[src/rtl/tft_paint_pkg.sv]
// Shared types, state codes and screen constants for the touch paint scheduler.
// Also holds the brush walker helper used to skip off-screen brush pixels.
package tft_paint_pkg;

    typedef logic [8:0] coord_t;
    typedef logic [8:0] color_t;
    typedef logic [1:0] state_t;

    localparam state_t ST_IDLE  = 2'd0;
    localparam state_t ST_LOCK  = 2'd1;
    localparam state_t ST_PAINT = 2'd2;
    localparam state_t ST_CLEAR = 2'd3;

    localparam int SCR_W_DEFAULT = 480;
    localparam int SCR_H_DEFAULT = 272;

    // Brush pixels are numbered 0..8 in raster order; 9 means "no pixel left".
    localparam logic [3:0] BRUSH_NONE = 4'd9;

    function automatic logic [3:0] first_brush_pixel(input logic [8:0] mask,
                                                     input logic [3:0] start);
        logic [3:0] found;
        found = BRUSH_NONE;
        for (int i = 8; i >= 0; i--) begin
            if (mask[i] && (4'(i) >= start)) begin
                found = 4'(i);
            end
        end
        return found;
    endfunction

endpackage

[src/rtl/touch_paint_scheduler_if.sv]
// Framebuffer write bus between the paint scheduler (master) and the TFT driver (slave).
interface touch_paint_scheduler_if;
    import tft_paint_pkg::*;

    logic   wr_ena;
    coord_t wr_x;
    coord_t wr_y;
    color_t wr_data;
    logic   wr_ready;

    modport master (output wr_ena, wr_x, wr_y, wr_data, input wr_ready);
    modport slave  (input wr_ena, wr_x, wr_y, wr_data, output wr_ready);

endinterface

[src/rtl/touch_coord_scaler.sv]
// Combinational raw-touch to screen-coordinate conversion with on-screen validity.
module touch_coord_scaler
    import tft_paint_pkg::*;
#(
    parameter int X_OFFSET = 150,
    parameter int Y_OFFSET = 300,
    parameter int X_SHIFT  = 3,
    parameter int Y_SHIFT  = 4,
    parameter int Z_THRESH = 256,
    parameter int SCR_W    = SCR_W_DEFAULT,
    parameter int SCR_H    = SCR_H_DEFAULT
) (
    input  logic [11:0] touch_x,
    input  logic [11:0] touch_y,
    input  logic [11:0] touch_z,
    output coord_t      px,
    output coord_t      py,
    output logic        valid
);

    logic [11:0] diff_x;
    logic [11:0] diff_y;
    logic [11:0] wide_x;
    logic [11:0] wide_y;

    // Offsets below the minimum are rejected rather than wrapped or clamped.
    always_comb begin
        diff_x = touch_x - 12'(X_OFFSET);
        diff_y = touch_y - 12'(Y_OFFSET);
        wide_x = diff_x >> X_SHIFT;
        wide_y = diff_y >> Y_SHIFT;
        px     = wide_x[8:0];
        py     = wide_y[8:0];
        valid  = (touch_z >= 12'(Z_THRESH))
              && (touch_x >= 12'(X_OFFSET))
              && (touch_y >= 12'(Y_OFFSET))
              && (wide_x < 12'(SCR_W))
              && (wide_y < 12'(SCR_H));
    end

endmodule

[src/rtl/touch_paint_scheduler.sv]
// Paints a 3x3 brush at the touched pixel once per frame, or clears the whole framebuffer.
// Optional TOUCH_DEBOUNCE_EN: a sample also needs a touch at the previous accepted frame.
module touch_paint_scheduler
    import tft_paint_pkg::*;
#(
    parameter int X_OFFSET = 150,
    parameter int Y_OFFSET = 300,
    parameter int X_SHIFT  = 3,
    parameter int Y_SHIFT  = 4,
    parameter int Z_THRESH = 256,
    parameter int SCR_W    = SCR_W_DEFAULT,
    parameter int SCR_H    = SCR_H_DEFAULT
) (
    input  logic        cclk,
    input  logic        reset,
    input  logic [11:0] touch_x,
    input  logic [11:0] touch_y,
    input  logic [11:0] touch_z,
    input  logic        new_frame,
    input  logic        clear_req,
    input  color_t      paint_color,
    input  color_t      bg_color,
    output logic        busy,
    touch_paint_scheduler_if.master wr
);

    state_t     state;
    coord_t     px;
    coord_t     py;
    logic [3:0] bidx;
    logic       clear_pend;

    coord_t     scaled_x;
    coord_t     scaled_y;
    logic       scaled_valid;
    logic       sample_ok;

    touch_coord_scaler #(
        .X_OFFSET (X_OFFSET),
        .Y_OFFSET (Y_OFFSET),
        .X_SHIFT  (X_SHIFT),
        .Y_SHIFT  (Y_SHIFT),
        .Z_THRESH (Z_THRESH),
        .SCR_W    (SCR_W),
        .SCR_H    (SCR_H)
    ) u_scaler (
        .touch_x (touch_x),
        .touch_y (touch_y),
        .touch_z (touch_z),
        .px      (scaled_x),
        .py      (scaled_y),
        .valid   (scaled_valid)
    );

`ifdef TOUCH_DEBOUNCE_EN
    logic touch_hist;

    assign sample_ok = scaled_valid && touch_hist;

    always_ff @(posedge cclk or posedge reset) begin
        if (reset) begin
            touch_hist <= 1'b0;
        end else if (state == ST_LOCK) begin
            touch_hist <= (touch_z >= 12'(Z_THRESH));
        end
    end
`else
    assign sample_ok = scaled_valid;
`endif

    coord_t     ctr_x;
    coord_t     ctr_y;
    coord_t     next_x;
    coord_t     next_y;
    logic [3:0] start_idx;
    logic [3:0] next_idx;
    logic [2:0] col_ok;
    logic [2:0] row_ok;
    logic [8:0] brush_mask;
    logic       brush_done;

    // LOCK looks up the first brush pixel from the live sample so PAINT starts with no bubble;
    // PAINT looks for the next on-screen pixel after the one just accepted.
    always_comb begin
        if (state == ST_LOCK) begin
            ctr_x     = scaled_x;
            ctr_y     = scaled_y;
            start_idx = 4'd0;
        end else begin
            ctr_x     = px;
            ctr_y     = py;
            start_idx = bidx + 4'd1;
        end
        col_ok[0] = (ctr_x != '0);
        col_ok[1] = 1'b1;
        col_ok[2] = (({1'b0, ctr_x} + 10'd1) < 10'(SCR_W));
        row_ok[0] = (ctr_y != '0);
        row_ok[1] = 1'b1;
        row_ok[2] = (({1'b0, ctr_y} + 10'd1) < 10'(SCR_H));
        for (int i = 0; i < 9; i++) begin
            brush_mask[i] = col_ok[i % 3] & row_ok[i / 3];
        end
        next_idx   = first_brush_pixel(brush_mask, start_idx);
        brush_done = (next_idx == BRUSH_NONE);
        next_x     = ctr_x + coord_t'(next_idx % 4'd3) - 9'd1;
        next_y     = ctr_y + coord_t'(next_idx / 4'd3) - 9'd1;
    end

    assign busy = (state != ST_IDLE);

    // Write bus registers only move on an accepted write, so they hold steady through stalls.
    always_ff @(posedge cclk or posedge reset) begin
        if (reset) begin
            state      <= ST_IDLE;
            px         <= '0;
            py         <= '0;
            bidx       <= '0;
            clear_pend <= 1'b0;
            wr.wr_ena  <= 1'b0;
            wr.wr_x    <= '0;
            wr.wr_y    <= '0;
            wr.wr_data <= '0;
        end else begin
            case (state)
                ST_IDLE: begin
                    if (clear_req) begin
                        state      <= ST_CLEAR;
                        wr.wr_ena  <= 1'b1;
                        wr.wr_x    <= '0;
                        wr.wr_y    <= '0;
                        wr.wr_data <= bg_color;
                    end else if (new_frame) begin
                        state <= ST_LOCK;
                    end
                end

                ST_LOCK: begin
                    px <= scaled_x;
                    py <= scaled_y;
                    if (sample_ok) begin
                        state      <= ST_PAINT;
                        bidx       <= next_idx;
                        wr.wr_ena  <= 1'b1;
                        wr.wr_x    <= next_x;
                        wr.wr_y    <= next_y;
                        wr.wr_data <= paint_color;
                    end else begin
                        state <= ST_IDLE;
                    end
                end

                ST_PAINT: begin
                    if (clear_req) begin
                        clear_pend <= 1'b1;
                    end
                    if (wr.wr_ena && wr.wr_ready) begin
                        if (!brush_done) begin
                            bidx       <= next_idx;
                            wr.wr_x    <= next_x;
                            wr.wr_y    <= next_y;
                            wr.wr_data <= paint_color;
                        end else if (clear_req || clear_pend) begin
                            state      <= ST_CLEAR;
                            clear_pend <= 1'b0;
                            wr.wr_x    <= '0;
                            wr.wr_y    <= '0;
                            wr.wr_data <= bg_color;
                        end else begin
                            state      <= ST_IDLE;
                            clear_pend <= 1'b0;
                            wr.wr_ena  <= 1'b0;
                        end
                    end
                end

                ST_CLEAR: begin
                    if (wr.wr_ena && wr.wr_ready) begin
                        wr.wr_data <= bg_color;
                        if (wr.wr_x == coord_t'(SCR_W - 1)) begin
                            wr.wr_x <= '0;
                            if (wr.wr_y == coord_t'(SCR_H - 1)) begin
                                state     <= ST_IDLE;
                                wr.wr_ena <= 1'b0;
                                wr.wr_y   <= '0;
                            end else begin
                                wr.wr_y <= wr.wr_y + 9'd1;
                            end
                        end else begin
                            wr.wr_x <= wr.wr_x + 9'd1;
                        end
                    end
                end

                default: begin
                    state     <= ST_IDLE;
                    wr.wr_ena <= 1'b0;
                end
            endcase
        end
    end

endmodule

[src/flat_wrapper.sv]
// flat-port wrapper written by rule: the top's interface ports become plain ports
module touch_paint_scheduler_flat import tft_paint_pkg::*;
#(
    parameter int X_OFFSET = 150,
    parameter int Y_OFFSET = 300,
    parameter int X_SHIFT  = 3,
    parameter int Y_SHIFT  = 4,
    parameter int Z_THRESH = 256,
    parameter int SCR_W    = SCR_W_DEFAULT,
    parameter int SCR_H    = SCR_H_DEFAULT
)
  (cclk, reset, touch_x, touch_y, touch_z, new_frame, clear_req, paint_color, bg_color, busy, wr_wr_ena, wr_wr_x, wr_wr_y, wr_wr_data, wr_wr_ready);
  touch_paint_scheduler_if wr_i ();
  input  logic cclk;
  input  logic reset;
  input  logic [11:0] touch_x;
  input  logic [11:0] touch_y;
  input  logic [11:0] touch_z;
  input  logic new_frame;
  input  logic clear_req;
  input  color_t paint_color;
  input  color_t bg_color;
  output logic busy;
  output wire logic [$bits(wr_i.wr_ena)-1:0] wr_wr_ena;
  output wire logic [$bits(wr_i.wr_x)-1:0] wr_wr_x;
  output wire logic [$bits(wr_i.wr_y)-1:0] wr_wr_y;
  output wire logic [$bits(wr_i.wr_data)-1:0] wr_wr_data;
  input wire logic [$bits(wr_i.wr_ready)-1:0] wr_wr_ready;
  assign wr_wr_ena = wr_i.wr_ena;
  assign wr_wr_x = wr_i.wr_x;
  assign wr_wr_y = wr_i.wr_y;
  assign wr_wr_data = wr_i.wr_data;
  assign wr_i.wr_ready = wr_wr_ready;
  touch_paint_scheduler #(.X_OFFSET(X_OFFSET), .Y_OFFSET(Y_OFFSET), .X_SHIFT(X_SHIFT), .Y_SHIFT(Y_SHIFT), .Z_THRESH(Z_THRESH), .SCR_W(SCR_W), .SCR_H(SCR_H)) u_core (.cclk(cclk), .reset(reset), .touch_x(touch_x), .touch_y(touch_y), .touch_z(touch_z), .new_frame(new_frame), .clear_req(clear_req), .paint_color(paint_color), .bg_color(bg_color), .busy(busy), .wr(wr_i));
endmodule
[config.mk]
export PLATFORM = sky130hd
export DESIGN_NAME = touch_paint_scheduler_flat
export DESIGN_NICKNAME = d
export VERILOG_FILES = /design/src/rtl/tft_paint_pkg.sv /design/src/rtl/touch_paint_scheduler_if.sv /design/src/rtl/touch_coord_scaler.sv /design/src/rtl/touch_paint_scheduler.sv /design/src/flat_wrapper.sv
export SDC_FILE = /design/constraint.sdc
export NUM_CORES = 1
export LEC_CHECK = 0
export ABC_AREA = 1
export BUFFER_PORTS_ARGS = -buffer_cell sky130_fd_sc_hd__buf_2
export CAP_MARGIN = 20
export CORE_ASPECT_RATIO = 0.6
export CORE_MARGIN = 8
export CORE_UTILIZATION = 60
export CTS_CLUSTER_SIZE = 25
export DETAILED_ROUTE_END_ITERATION = 8
export GPL_TIMING_DRIVEN = 0
export PLACE_DENSITY_LB_ADDON = 0.1
export SYNTH_ARGS = -nofsm -noshare
export SYNTH_HDL_FRONTEND = slang
export SYNTH_SLANG_ARGS = --single-unit
[constraint.sdc]
create_clock -name cclk -period 12 [get_ports cclk]
set_clock_uncertainty 0.05 [all_clocks]
set_input_delay 3 -clock cclk [delete_from_list [all_inputs] [get_ports cclk]]
set_output_delay 3 -clock cclk [all_outputs]
set_load 0.005 [all_outputs]
# [Word-level counts from Yosys, hierarchy flattened]
# Index checks and enable logic that the tools add are counted.
[classes] n_addsub=11 div=2 order_cmp=16 n_eq_ne=17 n_mux=60 bitwise=4 n_reduce_logical=24
[ops] cell="$mux W9" n=21
[ops] cell="$pmux W9 S4" n=3
[ops] cell="$mux W4" n=12
[ops] cell="$ge A12 B9 Y1 const B" n=2
[ops] cell="$add A9 B1 Y10 const B" n=2
[ops] cell="$lt A10 B9 Y1 const B" n=2
[ops] cell="$add A9 B1 Y9 const B" n=2
[ops] cell="$add A9 B9 Y9" n=2
[ops] cell="$eq A9 B9 Y1 const B" n=2
[ops] cell="$mux W2" n=9
[ops] cell="$reduce_bool A9 Y1" n=2
[ops] cell="$sub A9 B1 Y9 const B" n=2
[ops] cell="$ge A3 B4 Y1 const A" n=4
[ops] cell="$logic_and A1 B1 Y1" n=13
[ops] cell="$ge A12 B8 Y1 const B" n=1
[ops] cell="$mux W1" n=12
[ops] cell="$ne A2 B1 Y1 const B" n=6
[ops] cell="$reduce_and A6 Y1" n=2
[ops] cell="$sub A12 B8 Y12 const B" n=1
[ops] cell="$sub A12 B9 Y12 const B" n=1
[ops] cell="$div A4 B2 Y9 const B" n=1
[ops] cell="$lt A8 B9 Y1 const B" n=1
[ops] cell="$lt A9 B9 Y1 const B" n=1
[ops] cell="$mod A4 B2 Y9 const B" n=1
[ops] cell="19 further kinds" n=29
[word_totals] reg_bits=53 elab_cells=143

# [Logic depth before layout (Yosys ltp)]
# Gate-level depths: netlist of the first run.
[depth] ltp_word=21 ltp_mapped=51

# [Hierarchy]
# From an unflattened synthesis of the first run, not the netlist that was laid out.
[unflattened] hier_cells=728 hier_area_um2=5001.0
[by_module_without_submodules] mod="touch_paint_scheduler" n_inst=1 cells_each=643 area_each_um2=4569.4
[by_module_without_submodules] mod="touch_coord_scaler" n_inst=1 cells_each=85 area_each_um2=431.7

# [Least setup slack after synthesis of the first run]
# OpenSTA, ideal clock, no wires.
[synth_timing] path_kind="input port to flip-flop" startpoint="in touch_y[2]" endpoint="reg u_core.wr.wr_x[8]" setup_ns=0.116 arrival_ns=7.949 required_time_ns=11.834 setup_slack_ns=3.884 path_stages=47 path_buffers=0 cell_sequence="nand2_2 -> nand2_2 -> nand2_2 -> nand2_2 -> nand2_2 -> a21oi_4 -> ha_1 -> nand3_1 -> inv_1 -> nand2_1 -> nand2_1 -> nand2_1 -> nand2_1 -> nand2_2 -> nand2_2 -> nor3_2 -> o21ai_0 -> inv_1 -> [11 not listed] -> xnor2_1 -> ha_1 -> inv_1 -> ha_1 -> a21oi_1 -> nand2_1 -> a21oi_1 -> o21bai_1 -> nand2_1 -> nand2_1 -> a21oi_1 -> xor2_1 -> xor2_1 -> nand3_1 -> nand3_1 -> nand2_1 -> nand2_1 -> nand2_1"
[synth_rtl] element="from (decl)" line_no="flat_wrapper.sv:17" text="input logic [11:0] touch_y;"
[synth_rtl] element="$sub A12 B9 Y12 (*)" line_no="touch_coord_scaler.sv:29" text="diff_y = touch_y - 12'(Y_OFFSET);"
[synth_rtl] element="$mux W9 (*)" line_no="touch_paint_scheduler.sv:85" text="if (state == ST_LOCK) begin"
[synth_rtl] element="net u_core.ctr_y[3]" line_no="touch_paint_scheduler.sv:72" text="coord_t ctr_y;"
[synth_rtl] element="$add A9 B1 Y10" line_no="touch_paint_scheduler.sv:99" text="row_ok[2] = (({1'b0, ctr_y} + 10'd1) < 10'(SCR_H));"
[synth_rtl] element="$lt A10 B9 Y1" line_no="touch_paint_scheduler.sv:99"
[synth_rtl] element="$logic_and A1 B1 Y1 or $and A1 B1 Y1 (tied branches)" line_no="tft_paint_pkg.sv:25, touch_paint_scheduler.sv:101"
[synth_rtl] element="$mux W4 or $logic_and A1 B1 Y1 (tied branches)" line_no="tft_paint_pkg.sv:25" text="if (mask[i] && (4'(i) >= start)) begin"
[synth_rtl] element="$mux W4 (6 in series)" line_no="tft_paint_pkg.sv:25"
[synth_rtl] element="$mux W4 (*)" line_no="tft_paint_pkg.sv:25"
[synth_rtl] element="net u_core.next_idx[1]" line_no="touch_paint_scheduler.sv:76" text="logic [3:0] next_idx;"
[synth_rtl] element="$mod A4 B2 Y9" line_no="touch_paint_scheduler.sv:105" text="next_x = ctr_x + coord_t'(next_idx % 4'd3) - 9'd1;"
[synth_rtl] element="$add A9 B9 Y9" line_no="touch_paint_scheduler.sv:105"
[synth_rtl] element="$sub A9 B1 Y9" line_no="touch_paint_scheduler.sv:105"
[synth_rtl] element="$mux W9" line_no="touch_paint_scheduler.sv:157" text="if (!brush_done) begin"
[synth_rtl] element="$mux W9" line_no="touch_paint_scheduler.sv:156" text="if (wr.wr_ena && wr.wr_ready) begin"
[synth_rtl] element="$pmux W9 S4" line_no="touch_paint_scheduler.sv:124" text="case (state)"
[synth_rtl] element="to (signal assigned)" line_no="touch_paint_scheduler.sv:144" text="wr.wr_x <= next_x;"
[synth_rtl] element="to (signal assigned)" line_no="touch_paint_scheduler.sv:159" text="wr.wr_x <= next_x;"
[synth_rtl] element="to (signal assigned)" line_no="touch_paint_scheduler.sv:189" text="wr.wr_x <= wr.wr_x + 9'd1;"
[synth_rtl] element="to (decl)" line_no="touch_paint_scheduler_if.sv:11" text="modport master (output wr_ena, wr_x, wr_y, wr_data, input wr_ready);"
# Mark *: on every way through the listed nets, which the timed path passes. The rest lies on a longest branch. The select of a mux whose other input is x is not followed.
# A chain may end at the register's enable or synchronous reset.

# [Worst setup path in the final report of the first run]
[layout_timing] startpoint="in touch_y[4]" endpoint="reg u_core.wr.wr_x[8]"
# Same word-level chain as after synthesis.

==> results.toml, run 1 <==
[clock_tree]
clock_latency_ns = 0.30
post_cts_buffers = 0
cts-htree-levels = 2
hold_buffers = 0
cts_resized = 0
cts_root_buffer = "clkbuf_16"
cts_num_sinks = 53
cts_tree = "built"
cts_buffers = 5
path_clk_slew_ns = 0.07
clock_path_buffers = 2

[grt]
grt_first_pass_wirelength_mm = 21.5
gr-total-overflow = 0
gr-usage-all-layers_pct = 22.6
grt_max_degree = 36
grt_pass1_vias = 4773
grt_antenna_before_repair = 0

[floorplan]
fp.dieH_um = 85.6
die_w_um = 132
io_pins = 88
initial_core_util_pct = 61.8
core_um2 = 7850
die_area_um2 = 11300
rows = 25

[sta]
whs_ns = 0.449
tns_ns = 0
worst_pin_slew_ns = 0.685
drv_slew = 0
finalCriticalPeriod_ns = 8.97
finalSetupViolations = 0
fin_crit_sh_pct = 74.7
hold_violations = 0
relSlewSlack_pct = 54.2
rsz0062_at_grt = "false"
max_freq_mhz = 111

[placement]
placed_area_um2 = 5380
io_buffers = 76
post-dp-hpwl_mm = 10.3
gp_congestion = 0.905

[yosys]
yosysWarnings = 0
syn_area_um2 = 4850
avgSynthCellArea_um2 = 6.94
synth_ff_type = "dfrtp_1"
synth_edf_count = 0
synthArstFlopShare_pct = 100
syn_nets = 797
synth_cell_type_count = 50
synth_seq_area_share_pct = 27.4
postSynthCellCount = 699
synth-seq-cells = 53

[detailed_routing]
drc = 0
final_antenna_net_count = 0
wl_mm = 12.8
dr.pass1.iters = 5
viasPerCell = 5.56
drt_first_iter_violations = 359
wire_per_inst_um = 14.3
vias = 4956

[setup_path]
max_stage_delay_ns = 0.35
crit_cells = 46
worstPathMaxFanout = 7
crit_type = "in2reg"
crit_top_cell = "nand2_1"
reg2reg_depth = 45
startpoint = "touch_y[4]"
end_kind = "flip-flop"
cp_data_arrival_time_ns = 9.11
cp_num_buf_inv = 9
startpoint_type = "input pin"
crit_required_ns = 12.14
crit_family = "simple AND/OR/NAND/NOR gates"
critPathSlowestCell = "o21ai_0"
r2r_start = "u_core.state[1]"

[layout]
num-nets-final = 881
syn_to_final_growth_pct = 15.0
diodes = 0
stdcell_area_um2 = 5570
drive_above_1_share_pct = 21.2

[run_status]
status = "finished clean"

[min_path]
hold_path_class = "reg2reg"
holdCritStartpoint = "u_core.px[7]"
hold_depth = 2

[run]
maxCapViolCount = 0
cells by family (layout without fill, tap and decap cells):
group	Yosys count	after routing	share of synthesized area [%]
compound gates	111	111	13.6
xor+xnor	15	15	2.71
fa+ha+maj	39	39	10.4
buf+inv	135	220	11.3
flops	53	53	27.4
other cells	1	1	0.0773
simple gates	345	345	34.7
registers in the layout (all words and copies together), names as in the netlist:
signal	cells
u_core.bidx	4
u_core.clear_pend	1
u_core.px	9
u_core.py	9
u_core.state	2
u_core.wr.wr_data	9
u_core.wr.wr_ena	1
u_core.wr.wr_x	9
u_core.wr.wr_y	9
synth_stat cells, types with 2 or more instances:
library cell / instances / area [um^2]
a21o_1: 2 / 15.0
a21oi_1: 46 / 230
a21oi_2: 2 / 17.5
a22oi_1: 4 / 30.0
a31oi_1: 5 / 31.3
and2_1: 2 / 12.5
buf_2: 2 / 10.0
buf_4: 3 / 22.5
buf_6: 3 / 33.8
dfrtp_1: 53 / 1330
fa_1: 2 / 40.0
ha_1: 37 / 463
inv_1: 113 / 424
inv_2: 12 / 45.0
nand2_1: 131 / 492
nand2_2: 21 / 131
nand2_4: 3 / 33.8
nand3_1: 79 / 395
nand3_2: 5 / 50.1
nand3b_1: 4 / 30.0
nand4_1: 6 / 37.5
nor2_1: 56 / 210
nor2_2: 7 / 43.8
nor2_4: 5 / 56.3
nor3_1: 10 / 50.1
nor3_2: 2 / 20.0
nor4_1: 2 / 12.5
o21ai_0: 24 / 120
o21ai_1: 3 / 15.0
o21ai_2: 2 / 17.5
o22ai_1: 13 / 81.3
o32ai_1: 2 / 17.5
or2_2: 8 / 50.1
xnor2_1: 3 / 26.3
xor2_1: 12 / 105
cells in the final DEF (no fill, tap or decap), types with 2 or more instances in the layout:
cell type and instances:
nand3_2 5, a21oi_1 46, clkbuf_16 5, and2_1 2, o21ai_2 2, xor2_1 12, o22ai_1 13, nand4_1 6
nor3_2 2, nor2_2 7, o21ai_0 24, inv_2 13, buf_2 78, dfrtp_1 53, nand2_4 3, o21ai_1 3
nor3_1 10, a21oi_2 2, a21o_1 2, bufinv_16 2, ha_1 37, or2_2 8, buf_6 3, fa_1 2
nand3_1 79, nand2_2 21, a22oi_1 4, nand3b_1 4, nor2_1 56, a31oi_1 5, o32ai_1 2, nor2_4 5
nor4_1 2, buf_4 3, inv_1 112, xnor2_1 3, nand2_1 131
path summary, 6_finish.rpt:
kind / end / slack (ns)
min reg2reg: u_core.px[7] / 0.45
max in group asynchronous: u_core.wr.wr_x[1] / 8.71
max reg2reg: u_core.wr.wr_x[8] / 5.10
min in group asynchronous: u_core.py[1] / 2.64
min: u_core.px[7] / 0.45
max: u_core.wr.wr_x[8] / 3.03
stage by stage:
stage	setup WS (ns)	cells	util, %
after floorplan	3.88	699	-
after global placement	3.08	883	68.3
after detailed placement	2.89	884	68.6
after CTS	3.15	892	71.0
after global routing	2.37	892	71.0
final	3.03	892	71.0
cell type report:
cell class                 instances  area (um^2)
inverter                         126          475
multi-input combinational        511         2980
tap                              108          135
clock buffer                       5          125
buffer                             9         70.1
fill                             662         2280
timing repair buffer              77          400
clock inverter                     3         65.1
sequential                        53         1330
per-layer routing:
metal / wire length (um) / track usage [%] / vias up
met1: 5920 / 30.9 / 2312
met2: 5840 / 36.7 / 176
met3: 881 / 3.68 / 14
met4: 121 / 4.87 / 0
li1: - / - / 2454
met5: 0 / 0 / -
tightest hold or removal path: stages, from the launching register on:
cell and delay (ns):
dfrtp_1 0.32, nand2_1 0.06, nand2_2 0.09
Power of run 1 is not shown: default switching activity piles up to over one toggle a cycle in this logic, so the estimate is an artifact.
==> run 2: changes to the inputs <==
--- a/config.mk
+++ b/config.mk
@@ -10,7 +10,7 @@
 export CAP_MARGIN = 20
 export CORE_ASPECT_RATIO = 0.6
 export CORE_MARGIN = 8
-export CORE_UTILIZATION = 60
+export CORE_UTILIZATION = 57
 export CTS_CLUSTER_SIZE = 25
 export DETAILED_ROUTE_END_ITERATION = 8
 export GPL_TIMING_DRIVEN = 0
==> constraint.sdc (replaced) <==
create_clock -name cclk -period 8.75 [get_ports cclk]
set_clock_uncertainty 0.05 [all_clocks]
set_input_delay 2.1875 -clock cclk [delete_from_list [all_inputs] [get_ports cclk]]
set_output_delay 2.1875 -clock cclk [all_outputs]
set_load 0.005 [all_outputs]
==> run 2 against run 1 <==
Against the previous run:
- utilization down 4.7 points
- clock-buffer cell count unchanged
- via count down 2.0%
- routed wire length up 0.67%
- hold slack better by 0.0097 ns
- critical path depth unchanged
- global-route usage down 0.53 points
==> results.toml, run 2 (synthesis results as in run 1) <==
[run_status]
status = "finished clean"

[run]
maxCapViolCount = 0

[grt]
gr-total-overflow = 0
grt_antenna_before_repair = 0
gr-usage-all-layers_pct = 22.0
grt_first_pass_wirelength_mm = 21.4
grt_max_degree = 36
grt_pass1_vias = 4629

[clock_tree]
cts_num_sinks = 53
cts_root_buffer = "clkbuf_16"
path_clk_slew_ns = 0.07
cts_tree = "built"
hold_buffers = 0
clock_path_buffers = 2
clock_latency_ns = 0.31
cts_buffers = 5
cts_resized = 0
post_cts_buffers = 0
cts-htree-levels = 2

[setup_path]
crit_type = "in2reg"
crit_top_cell = "nand2_1"
crit_cells = 46
cp_data_arrival_time_ns = 8.20
startpoint_type = "input pin"
crit_family = "simple AND/OR/NAND/NOR gates"
critPathSlowestCell = "o21ai_0"
rrSetupSlack_ns = 2.02
startpoint = "touch_y[7]"
r2r-end = "u_core.wr.wr_x[8]"
cp_num_buf_inv = 8
r2r_start = "u_core.state[0]"
worstPathMaxFanout = 7
endpoint = "u_core.wr.wr_x[8]"
reg2reg_depth = 44
crit_required_ns = 8.90
end_kind = "flip-flop"
max_stage_delay_ns = 0.35

[detailed_routing]
viasPerCell = 5.42
dr.pass1.iters = 5
drc = 0
drt_first_iter_violations = 474
vias = 4859
wire_per_inst_um = 14.3
final_antenna_net_count = 0
wl_mm = 12.8

[floorplan]
initial_core_util_pct = 57.8
die_area_um2 = 11800
die_w_um = 135
rows = 26
core_um2 = 8390
fp.dieH_um = 87.4
io_pins = 88

[layout]
layout_common_cells = "nand2_1 (131), inv_1 (112), nand3_1 (79)"
drive_above_1_share_pct = 21.2
final_core_util_pct = 66.2
mostFrequentLayoutCell = "nand2_1"
syn_to_final_growth_pct = 14.7
diodes = 0
fill_cells = 755
num-nets-final = 881

[sta]
tns_ns = 0
relSlewSlack_pct = 33.7
worst_pin_slew_ns = 0.981
finalWorstSetupSlack_ns = 0.694
whs_ns = 0.459
drv_slew = 0
fin_crit_sh_pct = 92.1
max_freq_mhz = 124
hold_violations = 0
finalCriticalPeriod_ns = 8.06
finalSetupViolations = 0
rsz0062_at_grt = "false"

[min_path]
hold_path_class = "reg2reg"
holdCritStartpoint = "u_core.px[1]"

[placement]
gp_congestion = 0.907
place_ws_ns = 0.496
post-dp-hpwl_mm = 10.4
io_buffers = 76
[run 2: cell count changes in the layout (fill, tap and decap cells not counted), sizes merged]
cell,delta
bufinv,-1
clkinvlp,+1
[run 2: worst min path at each step]
stage | end | depth (start not counted) | slack (ns)
6_report | u_core.px[1] | 2 | 0.46
5_1_grt | u_core.px[1] | 2 | 0.48
4_1_cts | u_core.px[1] | 2 | 0.46
3_3_place_gp | u_core.bidx[3] | 2 | 0.42
2_1_floorplan | u_core.bidx[3] | 2 | 0.40
3_5_place_dp | u_core.px[1] | 2 | 0.44
[run 2: worst min-delay path: cells and delay by family, from the launching register on]
kind	cells	cell delay, ns
flops	1	0.32
simple gates	2	0.15
[run 2: layout make-up]
| type | instances | area (um^2) | area share [%] |
|---|---|---|---|
| clock inverters | 3 | 46.3 | 0.833 |
| well taps | 112 | 140 | 2.52 |
| plain buffers | 9 | 70.1 | 1.26 |
| multi-input cells | 511 | 2980 | 53.5 |
| repair buffers | 77 | 400 | 7.20 |
| flip-flops and latches | 53 | 1330 | 23.9 |
| clock buffers | 5 | 125 | 2.25 |
| inverters | 126 | 475 | 8.55 |
[run 2: through the flow]
step	cell area [um^2]	std cells
floorplan	4850	699
global placement	5370	887
detailed placement	5390	888
CTS	5560	896
global route	5560	896
finish	5560	896
[run 2: routing by layer]
layer,GRT usage (%),part of all wire [%],up-vias
li1,-,-,2453
met1,31.5,50,2253
met2,34.4,44,143
met3,3.69,5.6,10
met4,3.81,0.77,0
met5,0,0,-
Power of run 2 is left out for the same reason.
==> run 3: changes to the inputs <==
--- a/config.mk
+++ b/config.mk
@@ -14,7 +14,8 @@
 export CTS_CLUSTER_SIZE = 25
 export DETAILED_ROUTE_END_ITERATION = 8
 export GPL_TIMING_DRIVEN = 0
-export PLACE_DENSITY_LB_ADDON = 0.1
+export PLACE_DENSITY = 0.88
+export RECOVER_POWER = 25
 export SYNTH_ARGS = -nofsm -noshare
 export SYNTH_HDL_FRONTEND = slang
 export SYNTH_SLANG_ARGS = --single-unit
==> run 3 against run 2 <==
Against the previous run:
- the flow now finishes with violations (max-capacitance violations, max-slew violations)
- setup slack lost 0.098 ns
- first-iteration DRC count shrank 19%
- global-route usage grew 1.2 points
==> results.toml, run 3 (synthesis results as in run 1) <==
[sta]
worst_pin_slew_ns = 1.92
finalSetupViolations = 0
tns_ns = 0
hold_violations = 0
rsz0062_at_grt = "false"
max_freq_mhz = 123
drv_slew = 36
relSlewSlack_pct = -27.9
fin_crit_sh_pct = 93.2
finalCriticalPeriod_ns = 8.15

[clock_tree]
path_clk_slew_ns = 0.07
cts_resized = 0
cts_tree = "built"
cts-htree-levels = 2
clock_path_buffers = 2
cts_num_sinks = 53
cts_root_buffer = "clkbuf_16"
hold_buffers = 0
cts_buffers = 5
post_cts_buffers = 0
clock_latency_ns = 0.30

[grt]
grt_pass1_vias = 5081
grt_util_met2_pct = 39.6
top_usage_layer = "met2"
grt_first_pass_wirelength_mm = 22.6
gr-usage-all-layers_pct = 23.2
use_met1_pct = 28.9
grt_max_degree = 36
grt_use_met3_pct = 5.13
grt_antenna_before_repair = 0
gr-total-overflow = 0

[layout]
syn_to_final_growth_pct = 14.3
multi_input_area_um2 = 2980
num-nets-final = 881
diodes = 0
layout_common_cells = "nand2_1 (131), inv_1 (113), nand3_1 (79)"
mostFrequentLayoutCell = "nand2_1"
drive_above_1_share_pct = 20.8
fill_cells = 722
seq_area_um2 = 1330

[detailed_routing]
drc = 0
wire_per_inst_um = 15.0
drt_first_iter_violations = 383
wl_mm = 13.4
final_antenna_net_count = 0
viasPerCell = 5.75
vias = 5151
dr.pass1.iters = 6

[setup_path]
r2r_start = "u_core.state[1]"
critPathSlowestCell = "ha_1"
worstPathMaxFanout = 7
max_stage_delay_ns = 0.32
startpoint_type = "input pin"
crit_top_cell = "nand2_1"
crit_type = "in2reg"
crit_required_ns = 8.89
cp_data_arrival_time_ns = 8.29
end_kind = "flip-flop"
startpoint = "touch_y[8]"

[floorplan]
die_w_um = 135
rows = 26
io_pins = 88
core_um2 = 8390
initial_core_util_pct = 57.8
fp.dieH_um = 87.4
die_area_um2 = 11800

[placement]
io_buffers = 76
gp_congestion = 0.915
post-dp-hpwl_mm = 10.9

[run_status]
status = "complete, but fails checks"
violations = "max-capacitance violations, max-slew violations"

[run]
maxCapViolCount = 1

[min_path]
holdCritStartpoint = "u_core.px[5]"
hold_path_class = "reg2reg"
-- run 3: cell types whose count changed in the layout (fill, tap and decap cells not counted) --
| cell | change |
|---|---|
| inv_2 | -1 |
| buf_4 | -1 |
| inv_1 | +1 |
| buf_12 | -1 |
| clkbuf_1 | +2 |
-- run 3: layout make-up --
type                       instances  area share (%)
buffer                             9            1.20
clock buffer                       5            2.26
clock inverter                     3           0.836
inverter                         126            8.58
multi-input combinational        511            53.7
sequential                        53            23.9
tap                              112            2.53
timing repair buffer              77            6.93
-- run 3: stage by stage --
stage                     std cells  hold WS, ns  instance area, um^2  setup slack (ns)  util (%)
after floorplan                 699        0.403                 4850              1.45         -
after global placement          887        0.418                 5370             0.728      64.0
after detailed placement        888        0.443                 5390             0.431      64.2
after CTS                       896        0.459                 5560             0.702      66.2
after global routing            896        0.483                 5540           0.00436      66.0
final                           896        0.462                 5540             0.596      66.0
-- run 3: critical path: cells and delay by family --
kind	cells	cell delay, ns
compound gates	7	1.03
xor+xnor	2	0.41
fa+ha+maj	5	1.15
buf+inv	9	0.96
simple gates	22	2.54
-- run 3: final timing paths --
kind	end	slack, ns	depth (start not counted)
max	u_core.wr.wr_x[8]	0.60	45
max in group asynchronous	u_core.bidx[1]	4.45	3
max reg2reg	u_core.wr.wr_x[8]	1.73	48
min in group asynchronous	u_core.py[1]	1.95	2
min reg2reg	u_core.px[5]	0.46	2
min	u_core.px[5]	0.46	2
-- run 3: metal layers --
metal / vias up / wire [um]
li1: 2449 / -
met1: 2405 / 5560
met2: 263 / 6330
met3: 34 / 1280
met4: 0 / 272
met5: - / 0
Power of run 3 is left out for the same reason.
